===== src/rtl/fetch_pkg.sv =====
// Shared types and helpers for the rv32i fetch sequencer.
package fetch_pkg;

    typedef enum logic [1:0] {
        IDLE  = 2'd0,
        REQ   = 2'd1,
        VALID = 2'd2,
        DROP  = 2'd3
    } fetch_state_t;

    localparam logic [31:0] INST_BYTES = 32'd4;

    // Only the two low address bits decide word alignment.
    function automatic logic is_aligned(input logic [1:0] addr_lsbs);
        return addr_lsbs == 2'b00;
    endfunction

endpackage


===== src/rtl/fetch_perf_counters.sv =====
// Free-running fetch statistics; only built when FETCH_SEQUENCER_PERF_EN is defined.
module fetch_perf_counters (
    input  logic        clk,
    input  logic        rst_n,
    input  logic        fetch_xfer,
    input  logic        redirect,
    output logic [31:0] fetch_count,
    output logic [31:0] redirect_count
);

    always_ff @(posedge clk or negedge rst_n) begin
        if (!rst_n) begin
            fetch_count    <= 32'd0;
            redirect_count <= 32'd0;
        end else begin
            if (fetch_xfer) fetch_count <= fetch_count + 32'd1;
            if (redirect)   redirect_count <= redirect_count + 32'd1;
        end
    end

endmodule


===== src/rtl/fetch_sequencer.sv =====
// PC owner and single-outstanding instruction fetch sequencer for the rv32i core.
// Optional counters (fetch_count/redirect_count) enabled by FETCH_SEQUENCER_PERF_EN.
module fetch_sequencer
    import fetch_pkg::*;
#(
    parameter logic [31:0] RESET_PC = 32'h0000_0000
) (
    input  logic        clk,
    input  logic        rst_n,
    input  logic        jmp_enable,
    input  logic [31:0] jmp_addr,
    output logic        imem_req,
    output logic [31:0] imem_addr,
    input  logic        imem_ack,
    input  logic [31:0] imem_rdata,
    output logic        inst_valid,
    output logic [31:0] inst,
    output logic [31:0] inst_pc,
    input  logic        inst_ready,
    output logic        flush,
    output logic        trap_misaligned,
    output logic [31:0] trap_addr
`ifdef FETCH_SEQUENCER_PERF_EN
    ,
    output logic [31:0] fetch_count,
    output logic [31:0] redirect_count
`endif
);

    fetch_state_t state;
    logic [31:0]  pc;
    logic         jmp_live;
    logic         redirect;
    logic         misaligned_jmp;

    assign jmp_live       = jmp_enable && (state != IDLE);
    assign redirect       = jmp_live && is_aligned(jmp_addr[1:0]);
    assign misaligned_jmp = jmp_live && !is_aligned(jmp_addr[1:0]);

    // Handshakes: imem_req stays high with imem_addr frozen until the cycle imem_ack
    // is seen; inst_valid holds inst/inst_pc until a cycle with inst_ready=1, and a
    // same-cycle aligned redirect cancels that transfer.
    always_ff @(posedge clk or negedge rst_n) begin
        if (!rst_n) begin
            state           <= IDLE;
            pc              <= RESET_PC;
            imem_req        <= 1'b0;
            imem_addr       <= RESET_PC;
            inst_valid      <= 1'b0;
            inst            <= 32'd0;
            inst_pc         <= 32'd0;
            flush           <= 1'b0;
            trap_misaligned <= 1'b0;
            trap_addr       <= 32'd0;
        end else begin
            flush           <= redirect;
            trap_misaligned <= misaligned_jmp;
            if (misaligned_jmp) trap_addr <= jmp_addr;

            case (state)
                IDLE: begin
                    state     <= REQ;
                    imem_req  <= 1'b1;
                    imem_addr <= pc;
                end
                REQ: begin
                    if (redirect) begin
                        pc <= jmp_addr;
                        if (imem_ack) begin
                            imem_addr <= jmp_addr;
                        end else begin
                            state <= DROP;
                        end
                    end else if (imem_ack) begin
                        inst       <= imem_rdata;
                        inst_pc    <= pc;
                        pc         <= pc + INST_BYTES;
                        imem_req   <= 1'b0;
                        inst_valid <= 1'b1;
                        state      <= VALID;
                    end
                end
                VALID: begin
                    if (redirect) begin
                        pc         <= jmp_addr;
                        inst_valid <= 1'b0;
                        imem_req   <= 1'b1;
                        imem_addr  <= jmp_addr;
                        state      <= REQ;
                    end else if (inst_ready) begin
                        inst_valid <= 1'b0;
                        imem_req   <= 1'b1;
                        imem_addr  <= pc;
                        state      <= REQ;
                    end
                end
                DROP: begin
                    // The stale request must still complete; its data is never presented.
                    if (redirect) pc <= jmp_addr;
                    if (imem_ack) begin
                        imem_addr <= redirect ? jmp_addr : pc;
                        state     <= REQ;
                    end
                end
                default: state <= IDLE;
            endcase
        end
    end

`ifdef FETCH_SEQUENCER_PERF_EN
    logic fetch_xfer;
    assign fetch_xfer = (state == VALID) && inst_ready && !redirect;

    fetch_perf_counters u_perf (
        .clk            (clk),
        .rst_n          (rst_n),
        .fetch_xfer     (fetch_xfer),
        .redirect       (redirect),
        .fetch_count    (fetch_count),
        .redirect_count (redirect_count)
    );
`endif

endmodule


===== config.mk =====
export PLATFORM = sky130hd
export DESIGN_NAME = fetch_sequencer
export DESIGN_NICKNAME = d
export VERILOG_FILES = /design/src/rtl/fetch_pkg.sv /design/src/rtl/fetch_perf_counters.sv /design/src/rtl/fetch_sequencer.sv
export SDC_FILE = /design/constraint.sdc
export NUM_CORES = 1
export LEC_CHECK = 0
export ABC_AREA = 1
export CAP_MARGIN = 0
export CORE_MARGIN = 1
export CORE_UTILIZATION = 40
export DETAILED_ROUTE_END_ITERATION = 8
export PLACE_DENSITY = 0.74
export SETUP_SLACK_MARGIN = 0.1
export SYNTH_ARGS = -nofsm -noshare
export SYNTH_HDL_FRONTEND = slang
export SYNTH_SLANG_ARGS = --single-unit
export TNS_END_PERCENT = 5

===== constraint.sdc =====
create_clock -name clk -period 2.71 [get_ports clk]
set_input_delay 0.542 -clock clk [delete_from_list [all_inputs] [get_ports clk]]
set_output_delay 0.542 -clock clk [all_outputs]
set_load 0.02 [all_outputs]

==> flow_summary_export.csv, run 1 <==
group,metric,value,unit
status,status,"finished, final reports clean",
sta,worstMarginPinSlew,0.782,ns
placement,post-place-cells,1527,
pwr,leakagePower,5.31,nW
grt,antenna_found_initial,0,
synth,avgSynthCellArea,7.39,sq um
grt,first_global_vias,7495,
critical_path,slowest_stage,"nor2_4",
sta,tns,0,ns
sta,slew_headroom,47.7,%
layout,finalNonFillerCells,1559,
grt,gr-total-overflow,0,
synth,netlist_area,8040,sq um
synth,syn-num-nets,1158,
critical_path,startpoint_type,"register",
clock_tree,clk_pin_slew_worst_paths,0.07,ns
detailed_routing,firstDrtPassIters,5,
critical_path,worstPathMaxFanout,36,
critical_path,endpoint_kind,"register",
clock_tree,numCtsBuffers,17,
grt,grt_pass1_wl,40.0,mm
min_path,hold_path_class,"in -> async",
layout,syn_to_final_growth,37.1,%
critical_path,path_cells,"buf_4 > inv_2 > nand2_1 > nand3_2 > nand2_1 > nor2_4 > inv_2 > buf_4 > nand2_1 > o21ai_0",
critical_path,crit_family,"simple AND/OR/NAND/NOR gates",
pwr,vdd_drop_max,519,uV
synth,synth_top_cell_by_area,"dfrtp_1",
critical_path,rr_worst_depth,10,
detailed_routing,drtAntennaViolNets,0,
layout,final_nets,1351,
layout,final_core_util,56.3,%
sta,max_freq,454,MHz
floorplan,coreArea,19600,sq um
critical_path,r2r-end,"inst_pc[19]$_DFFE_PN0P_",
critical_path,worstSetupPathType,"reg -> reg",
floorplan,num_io_pins,201,
sta,layout_worst_path_cycle_share,81.3,%
critical_path,reg2reg_setup_slack,0.51,ns
synth,yosysSeqAreaShare,51.7,%
flow_run,maxCapViolCount,0,
synth,synth-edff-count,0,
layout,drive_gt1_share,5.03,%
clock_tree,cts-root-buf,"clkbuf_16",
critical_path,critical_path_arrival,2.51,ns
sta,setup-violations-final,0,
critical_path,r2r_start,"state[1]$_DFFE_PN0P_",
sta,clock_skew,0.00806,ns
detailed_routing,via_per_inst,5.02,
clock_tree,cts_buffer_depth,2,
detailed_routing,avgRoutedWirePerCell,15.9,um
placement,numPortBuffers,200,
critical_path,required,3.02,ns
synth,synthTopCellsByArea,"dfrtp_1, nand2_1, o21ai_0, inv_1, o211ai_1",
critical_path,crit_path_max_incr_delay,0.60,ns
detailed_routing,drc_errors,0,
grt,grt_max_degree,64,
synth,netlist_instances,1088,
clock_tree,clkLatencyLatePin,0.44,ns
sta,period_minus_slack,2.20,ns
synth,synth_top_area_share,51.7,%
critical_path,critPathBufInv,4,
grt,grtUsageTotal,25.4,%
detailed_routing,drtIter0Drc,536,
clock_tree,cts_resized,0,
sta,hold_viol,0,
pwr,powerDensity,1200,nW/um^2
floorplan,die_w,144,um
clock_tree,ctsHoldBuffers,0,
synth,ys_warn_count,0,
floorplan,rows,51,
floorplan,die_h,144,um
sta,drv_slew,0,
clock_tree,clock_sinks,166,
pwr,power,13.2,mW
clock_tree,htree_num_levels,4,
floorplan,dieArea,20700,sq um
detailed_routing,drt_wl_total,24.8,mm
sta,rsz0062_at_grt,"false",
clock_tree,cts_tree,"yes",
floorplan,initial_core_util,41.0,%
detailed_routing,via_count,7821,
synth,yosysMostFrequentCell,"nand2_1",
placement,place_congestion,0.924,
synth,async_flop_share,100,%
critical_path,path_common_cell,"nand2_1",
synth,ys_top_cells_by_count,"nand2_1, dfrtp_1, inv_1",
synth,synth_ff_type,"dfrtp_1",
synth,ys_seq_elements,166,
placement,post-dp-hpwl,17.5,mm
clock_tree,post-cts-setup-buffer-count,0,
synth,yosysUniqueCellTypes,28,
==> cell families after synthesis <==
logic type / synth area share [%]
compound gates: 10.4
fa+ha+maj: 0.156
buf+inv: 6.34
flops: 51.7
simple gates: 31.4
==> through the flow <==
step / area [sq um] / hold slack [ns] / worst slack, ns
finish: 11000 / 0.0853 / 0.507
global route: 11000 / 0.105 / 0.278
global placement: 10400 / 0.453 / 0.0853
floorplan: 8040 / 0.246 / 1.00
detailed placement: 10400 / 0.459 / 0.0789
CTS: 11000 / 0.102 / 0.508
==> final cells by class <==
cell class                      instances  area (sq um)
Antenna cell                            1          2.50
Clock buffer                           21           470
Clock inverter                         10           123
Fill cell                            1836          8570
Inverter                               78           293
Multi-Input combinational cell        794          3380
Sequential cell                       166          4150
Tap cell                              265           332
Timing Repair Buffer                  224          2270
==> where the power goes <==
group / leakage [nW] / switching (mW) / internal (mW)
Combinational: 2.94 / 3.95 / 2.61
Sequential: 2.08 / 0.686 / 3.51
Clock: 0.282 / 1.04 / 1.43
==> how the worst max path moves through the flow <==
stage	from	to	slack, ns	cells after the start
2_1_floorplan	jmp_addr[0]	imem_addr[2]$_DFFE_PN0P_	1.00	10
3_3_place_gp	jmp_addr[0]	inst_pc[19]$_DFFE_PN0P_	0.09	9
3_5_place_dp	jmp_addr[0]	inst_pc[24]$_DFFE_PN0P_	0.08	9
4_1_cts	state[1]$_DFFE_PN0P_	inst_pc[19]$_DFFE_PN0P_	0.51	10
5_1_grt	state[1]$_DFFE_PN0P_	inst_pc[26]$_DFFE_PN0P_	0.28	9
6_report	state[1]$_DFFE_PN0P_	inst_pc[19]$_DFFE_PN0P_	0.51	10
==> sequential cells by signal, summed over array words and instances, names as in the netlist <==
signal	flops
flush	1
inst	32
pc	32
trap_misaligned	1
inst_pc	32
state	2
imem_addr	32
trap_addr	32
inst_valid	1
imem_req	1
==> metal layers <==
layer	vias to the layer above	wire length, um	global-route usage (%)
met5	-	0	0
met4	0	283	7.05
met3	25	1740	5.63
met2	273	11700	41.7
met1	3691	11100	33.7
li1	3832	-	-
==> cell usage in the layout, fill, tap and decap left out, types with 9 or more instances in the layout <==
master | netlist | final
inv_1 | 72 | 72
nand3_1 | 32 | 32
buf_4 | 3 | 17
o211ai_1 | 26 | 26
o21ai_0 | 71 | 71
nor2_1 | 50 | 49
clkdlybuf4s50_1 | 0 | 199
nand2_1 | 545 | 545
a21oi_1 | 9 | 9
dfrtp_1 | 166 | 166
clkbuf_16 | 0 | 17
o21ai_1 | 25 | 25
(Power assumes the default switching activity.)
==> run 2: changes to the inputs <==
- PLACE_DENSITY: 0.74 -> 0.77
- clock period: 2.71 -> 1.81 ns (I/O delays scaled with it)
==> run 2 against run 1 <==
  * Setup slack lost 0.40 ns
  * Clock skew shrank 0.00082 ns
  * Highest routed layer unchanged
  * Power grew 51%
  * Largest cell class unchanged
  * Global-route usage shrank 0.35 points
  * Register-to-register slack lost 0.40 ns
  * Critical path depth grew 3
  * Sequential power grew 48%
  * First-iteration DRC count grew 3.9%
  * Routed wire length grew 4.5%
  * Clock power grew 54%
  * Critical endpoint is now pc[30]$_DFFE_PN0P_
  * Cell count grew 3.5%
  * Worst hold slack gained 0.32 ns
==> flow_summary_export.csv, run 2 (synthesis gave the netlist of run 1 again) <==
group,metric,value,unit
flow_run,maxCapViolCount,0,
critical_path,crit_path_max_incr_delay,0.37,ns
placement,place_area,10800,sq um
layout,final_nets,1405,
layout,syn_to_final_growth,45.4,%
pwr,powerDensity,1710,nW/um^2
layout,n_antenna_cell,0,
critical_path,endpoint_kind,"register",
critical_path,path_common_cell,"nand2_1",
detailed_routing,firstDrtPassIters,5,
critical_path,worstPathMaxFanout,4,
detailed_routing,via_count,8178,
grt,grt_max_degree,40,
critical_path,r2r-end,"pc[30]$_DFFE_PN0P_",
detailed_routing,drtAntennaViolNets,0,
layout,drive_gt1_share,11.6,%
grt,grt_pass1_wl,39.8,mm
floorplan,die_w,144,um
status,status,"finished, final reports clean",
grt,antenna_found_initial,0,
clock_tree,clock_sinks,166,
sta,clock_skew,0.00723,ns
detailed_routing,drt_wl_total,26.0,mm
grt,first_global_vias,7850,
floorplan,die_h,144,um
critical_path,r2r_start,"pc[2]$_DFFE_PN0P_",
critical_path,critPathBufInv,4,
clock_tree,cts_buffer_depth,2,
floorplan,initial_core_util,41.0,%
detailed_routing,drtIter0Drc,557,
sta,worstMarginPinSlew,0.405,ns
critical_path,rr_worst_depth,13,
clock_tree,cts_tree,"yes",
floorplan,dieArea,20700,sq um
critical_path,required,2.13,ns
sta,period_minus_slack,1.70,ns
detailed_routing,drc_errors,0,
critical_path,worstSetupPathType,"reg -> reg",
critical_path,startpoint_type,"register",
placement,place_congestion,0.982,
floorplan,coreArea,19600,sq um
critical_path,reg2reg_setup_slack,0.11,ns
sta,max_freq,588,MHz
min_path,min_from,"jmp_addr[0]",
layout,layout_common_cells,"nand2_1, dfrtp_1, dlygate4sd2_1",
placement,numPortBuffers,200,
critical_path,slowest_stage,"dfrtp_1",
sta,tns,0,ns
min_path,hold_depth,4,
layout,final_common_cell,"nand2_1",
critical_path,cp.depth,13,
min_path,hold_path_class,"in -> reg",
critical_path,critical_path_arrival,2.02,ns
sta,slew_headroom,73.0,%
sta,rsz0062_at_grt,"true",
clock_tree,cts-root-buf,"clkbuf_16",
detailed_routing,avgRoutedWirePerCell,16.1,um
floorplan,rows,51,
layout,fillers,1777,
grt,grtUsageTotal,25.1,%
sta,layout_worst_path_cycle_share,94.0,%
detailed_routing,via_per_inst,5.07,
pwr,vdd_drop_max,1020,uV
clock_tree,htree_num_levels,4,
critical_path,path_cells,"ha_2 > inv_2 > nor2_4 > buf_6 > nand2_2 > nor2_1 > buf_4 > buf_12 > nand2_1 > nand2_1 > nand3_1 > nand2_1 > nand2_1",
clock_tree,numCtsBuffers,17,
grt,gr-total-overflow,0,
clock_tree,clkLatencyLatePin,0.43,ns
pwr,leakagePower,6.05,nW
clock_tree,clk_pin_slew_worst_paths,0.06,ns
placement,post-dp-hpwl,18.2,mm
sta,setup-violations-final,0,
min_path,whs_endpoint,"trap_addr[0]$_DFFE_PN0P_",
critical_path,crit_family,"simple AND/OR/NAND/NOR gates",
sta,hold_viol,0,
sta,drv_slew,0,
layout,final_cell_area,11700,sq um
floorplan,num_io_pins,201,
[run 2: metrics by stage]
| stage | hold slack (ns) | power, mW | cells | setup WS (ns) | utilization, % |
|---|---|---|---|---|---|
| finish | 0.408 | 20.0 | 1613 | 0.109 | 59.6 |
| global route | 0.427 | 21.4 | 1613 | -0.000901 | 59.6 |
| CTS | 0.426 | 19.6 | 1603 | 0.0526 | 57.8 |
| detailed placement | 0.298 | 16.6 | 1570 | -0.467 | 55.3 |
| global placement | 0.301 | 16.4 | 1570 | -0.425 | 55.3 |
| floorplan | 0.0664 | 11.7 | 1088 | 0.179 | - |
[run 2: timing repair]
| action | 4_1_cts | 5_1_grt |
|---|---|---|
| pin swaps | 1 | 9 |
| resized for setup | 141 | 61 |
| endpoints found under the setup margin | 187 | 108 |
| hold endpoints to repair | 29 | 0 |
| hold buffers | 1 | 0 |
| setup buffers | 0 | 6 |
| gates cloned | 0 | 4 |
[run 2: power breakdown]
| group | internal [mW] | leakage [nW] | switching [mW] |
|---|---|---|---|
| Combinational | 3.73 | 3.67 | 6.29 |
| Sequential | 5.25 | 2.08 | 0.950 |
| Clock | 2.20 | 0.299 | 1.61 |
| Total | 11.2 | 6.05 | 8.84 |
[run 2: final cells by class]
class / count / area [sq um] / share of cell area [%]
flip-flops and latches: 166 / 4150 / 35.6
multi-input cells: 794 / 3550 / 30.4
repair buffers: 278 / 2730 / 23.4
clock buffers: 17 / 425 / 3.64
well taps: 265 / 332 / 2.84
inverters: 78 / 304 / 2.60
clock inverters: 15 / 190 / 1.63
[run 2: worst max path at each step]
| stage | from | to | slack [ns] |
|---|---|---|---|
| finish | pc[2]$_DFFE_PN0P_ | pc[30]$_DFFE_PN0P_ | 0.11 |
| CTS | state[0]$_DFFE_PN0P_ | pc[7]$_DFFE_PN0P_ | 0.05 |
| detailed placement | jmp_addr[0] | imem_addr[13]$_DFFE_PN0P_ | -0.47 |
| global placement | jmp_addr[0] | imem_addr[13]$_DFFE_PN0P_ | -0.42 |
| global route | pc[2]$_DFFE_PN0P_ | pc[30]$_DFFE_PN0P_ | -0.0009 |
| floorplan | state[1]$_DFFE_PN0P_ | pc[29]$_DFFE_PN0P_ | 0.18 |
[run 2: worst min-delay path, stage by stage]
cell	delay [ns]
dlymetal6s2s_1	0.15
buf_4	0.15
nand2_1	0.07
nand2_1	0.07
[run 2: metal layers]
metal	vias up	track usage, %	routed length, um
met5	-	0	0
li1	3935	-	-
met1	3854	31.5	11100
met3	52	5.03	2090
met2	337	42.2	12100
met4	0	9.91	684
==> run 3: changes to the inputs <==
- REMOVE_ABC_BUFFERS: default -> 1
==> run 3 against run 2 <==
  * Fmax up 1.8%
  * Sequential share of layout area rose by 0.56 points
  * Highest routed layer unchanged
  * Routed wire length down 3.6%
  * Clock-buffer cell count is 1 higher
  * Critical endpoint is now imem_addr[13]$_DFFE_PN0P_
  * Design area decreased by 1.6%
  * Sequential power is essentially flat
  * Largest cell class unchanged
  * Critical path type unchanged
  * Core utilization is 0.93 points lower
==> flow_summary_export.csv, run 3 (synthesis gave the netlist of run 1 again) <==
group,metric,value,unit
status,status,"finished, final reports clean",
placement,numPortBuffers,200,
critical_path,startpoint_type,"register",
grt,antenna_found_initial,0,
detailed_routing,drtAntennaViolNets,0,
sta,layout_worst_path_cycle_share,92.3,%
placement,place_area,10900,sq um
layout,regArea,4150,sq um
placement,dp_slack,-0.431,ns
pwr,switching_share,44.4,%
detailed_routing,drc_errors,0,
critical_path,required,2.18,ns
critical_path,startpoint,"state[1]$_DFFE_PN0P_",
layout,n_antenna_cell,0,
sta,rsz0062_at_grt,"true",
grt,gr-total-overflow,0,
layout,final_cell_area,11500,sq um
critical_path,worstSetupPathType,"reg -> reg",
clock_tree,cts_buffer_depth,2,
sta,setup-violations-final,0,
clock_tree,clk_pin_slew_worst_paths,0.07,ns
sta,holdWs,0.391,ns
clock_tree,cts-root-buf,"clkbuf_16",
floorplan,coreArea,19600,sq um
floorplan,dieArea,20700,sq um
detailed_routing,drt_wl_total,25.0,mm
grt,first_global_vias,7888,
clock_tree,cts_tree,"yes",
grt,busiest_layer,"met2",
pwr,power,19.9,mW
floorplan,rows,51,
clock_tree,numCtsBuffers,17,
grt,use_met3,7.23,%
critical_path,rr_worst_depth,9,
pwr,leakagePower,5.97,nW
critical_path,r2r_start,"state[1]$_DFFE_PN0P_",
sta,clock_skew,0.0105,ns
detailed_routing,via_count,8095,
grt,grtUsageTotal,25.7,%
pwr,p_comb_share,49.9,%
critical_path,endpoint_kind,"register",
grt,grt_util_met2,42.5,%
critical_path,worstPathMaxFanout,24,
layout,layout_common_cells,"nand2_1, dfrtp_1, dlygate4sd2_1",
critical_path,reg2reg_setup_slack,0.14,ns
sta,max_freq,599,MHz
clock_tree,htree_num_levels,4,
grt,grt_pass1_wl,40.6,mm
sta,worstMarginPinSlew,0.372,ns
sta,hold_viol,0,
pwr,p_clk_share,18.7,%
detailed_routing,firstDrtPassIters,5,
sta,drv_slew,0,
critical_path,critical_path_arrival,2.04,ns
floorplan,initial_core_util,41.0,%
clock_tree,clkLatencyLatePin,0.44,ns
detailed_routing,via_per_inst,5.00,
layout,drive_gt1_share,10.7,%
sta,tns,0,ns
pwr,p_sw,8.82,mW
detailed_routing,drtIter0Drc,714,
sta,layout_setup_ws,0.140,ns
pwr,intPower,11.1,mW
floorplan,die_h,144,um
layout,fillers,1827,
sta,period_minus_slack,1.67,ns
flow_run,maxCapViolCount,0,
grt,met1_usage,32.6,%
floorplan,num_io_pins,201,
placement,post-dp-hpwl,18.1,mm
pwr,vdd_drop_max,845,uV
layout,multi_input_area,3470,sq um
layout,final_common_cell,"nand2_1",
pwr,powerDensity,1730,nW/um^2
clock_tree,clock_sinks,166,
layout,syn_to_final_growth,43.1,%
floorplan,die_w,144,um
sta,slew_headroom,75.2,%
grt,grt_max_degree,46,
placement,place_congestion,0.929,
detailed_routing,avgRoutedWirePerCell,15.5,um
pwr,seqPwrFrac,31.4,%
min_path,hold_path_class,"in -> async",
layout,final_nets,1410,
[run 3: per-stage QoR]
stage / util [%] / std cells
after global routing: 58.7 / 1618
after global placement: 55.5 / 1580
after CTS: 58.0 / 1615
after detailed placement: 55.5 / 1580
after floorplan: - / 1038
final: 58.7 / 1618
[run 3: critical path, stage by stage, from the launching register on]
cell and delay, ns:
dfrtp_1 0.42, inv_2 0.09, buf_8 0.22, nor2_1 0.10, a31oi_2 0.24, nand2_2 0.11
inv_2 0.10, buf_12 0.18, o21ai_1 0.09, nand2_1 0.06
[run 3: path summary, 6_finish.rpt]
check,end
min in group clk,inst[13]$_DFFE_PN0P_
setup reg to reg,imem_addr[13]$_DFFE_PN0P_
hold / removal,trap_addr[12]$_DFFE_PN0P_
max in group asynchronous,inst[23]$_DFFE_PN0P_
setup / recovery,imem_addr[13]$_DFFE_PN0P_
hold reg to reg,inst[13]$_DFFE_PN0P_
[run 3: power groups by stage]
stage          clock network (mW)  registers, mW  logic, mW
2_1_floorplan                   0           7.68       3.81
6_report                     3.72           6.23       9.92
3_3_place_gp                    0           6.30       10.2
3_5_place_dp                    0           6.29       10.5
4_1_cts                      3.78           6.23       9.79
5_1_grt                      3.93           6.44       11.0
[run 3: routing by layer]
metal	vias up	routed length (um)
met5	-	0
met2	323	11800
met4	0	356
met3	29	2100
li1	3950	-
met1	3793	10700
[run 3: area by class of cell]
| type | count | share of cell area [%] |
|---|---|---|
| Timing Repair Buffer | 283 | 23.0 |
| Tap cell | 265 | 2.88 |
| Clock inverter | 14 | 1.41 |
| Inverter | 78 | 2.60 |
| Clock buffer | 18 | 3.73 |
| Sequential cell | 166 | 36.1 |
| Multi-Input combinational cell | 794 | 30.2 |
[run 3: what timing repair did]
action	in CTS	in global routing
setup endpoints to repair	231	137
resized for setup	140	37
hold buffers	1	0
endpoints found under the hold margin	33	0
gates cloned	0	1
pin swaps	0	3
buffers inserted	2	2
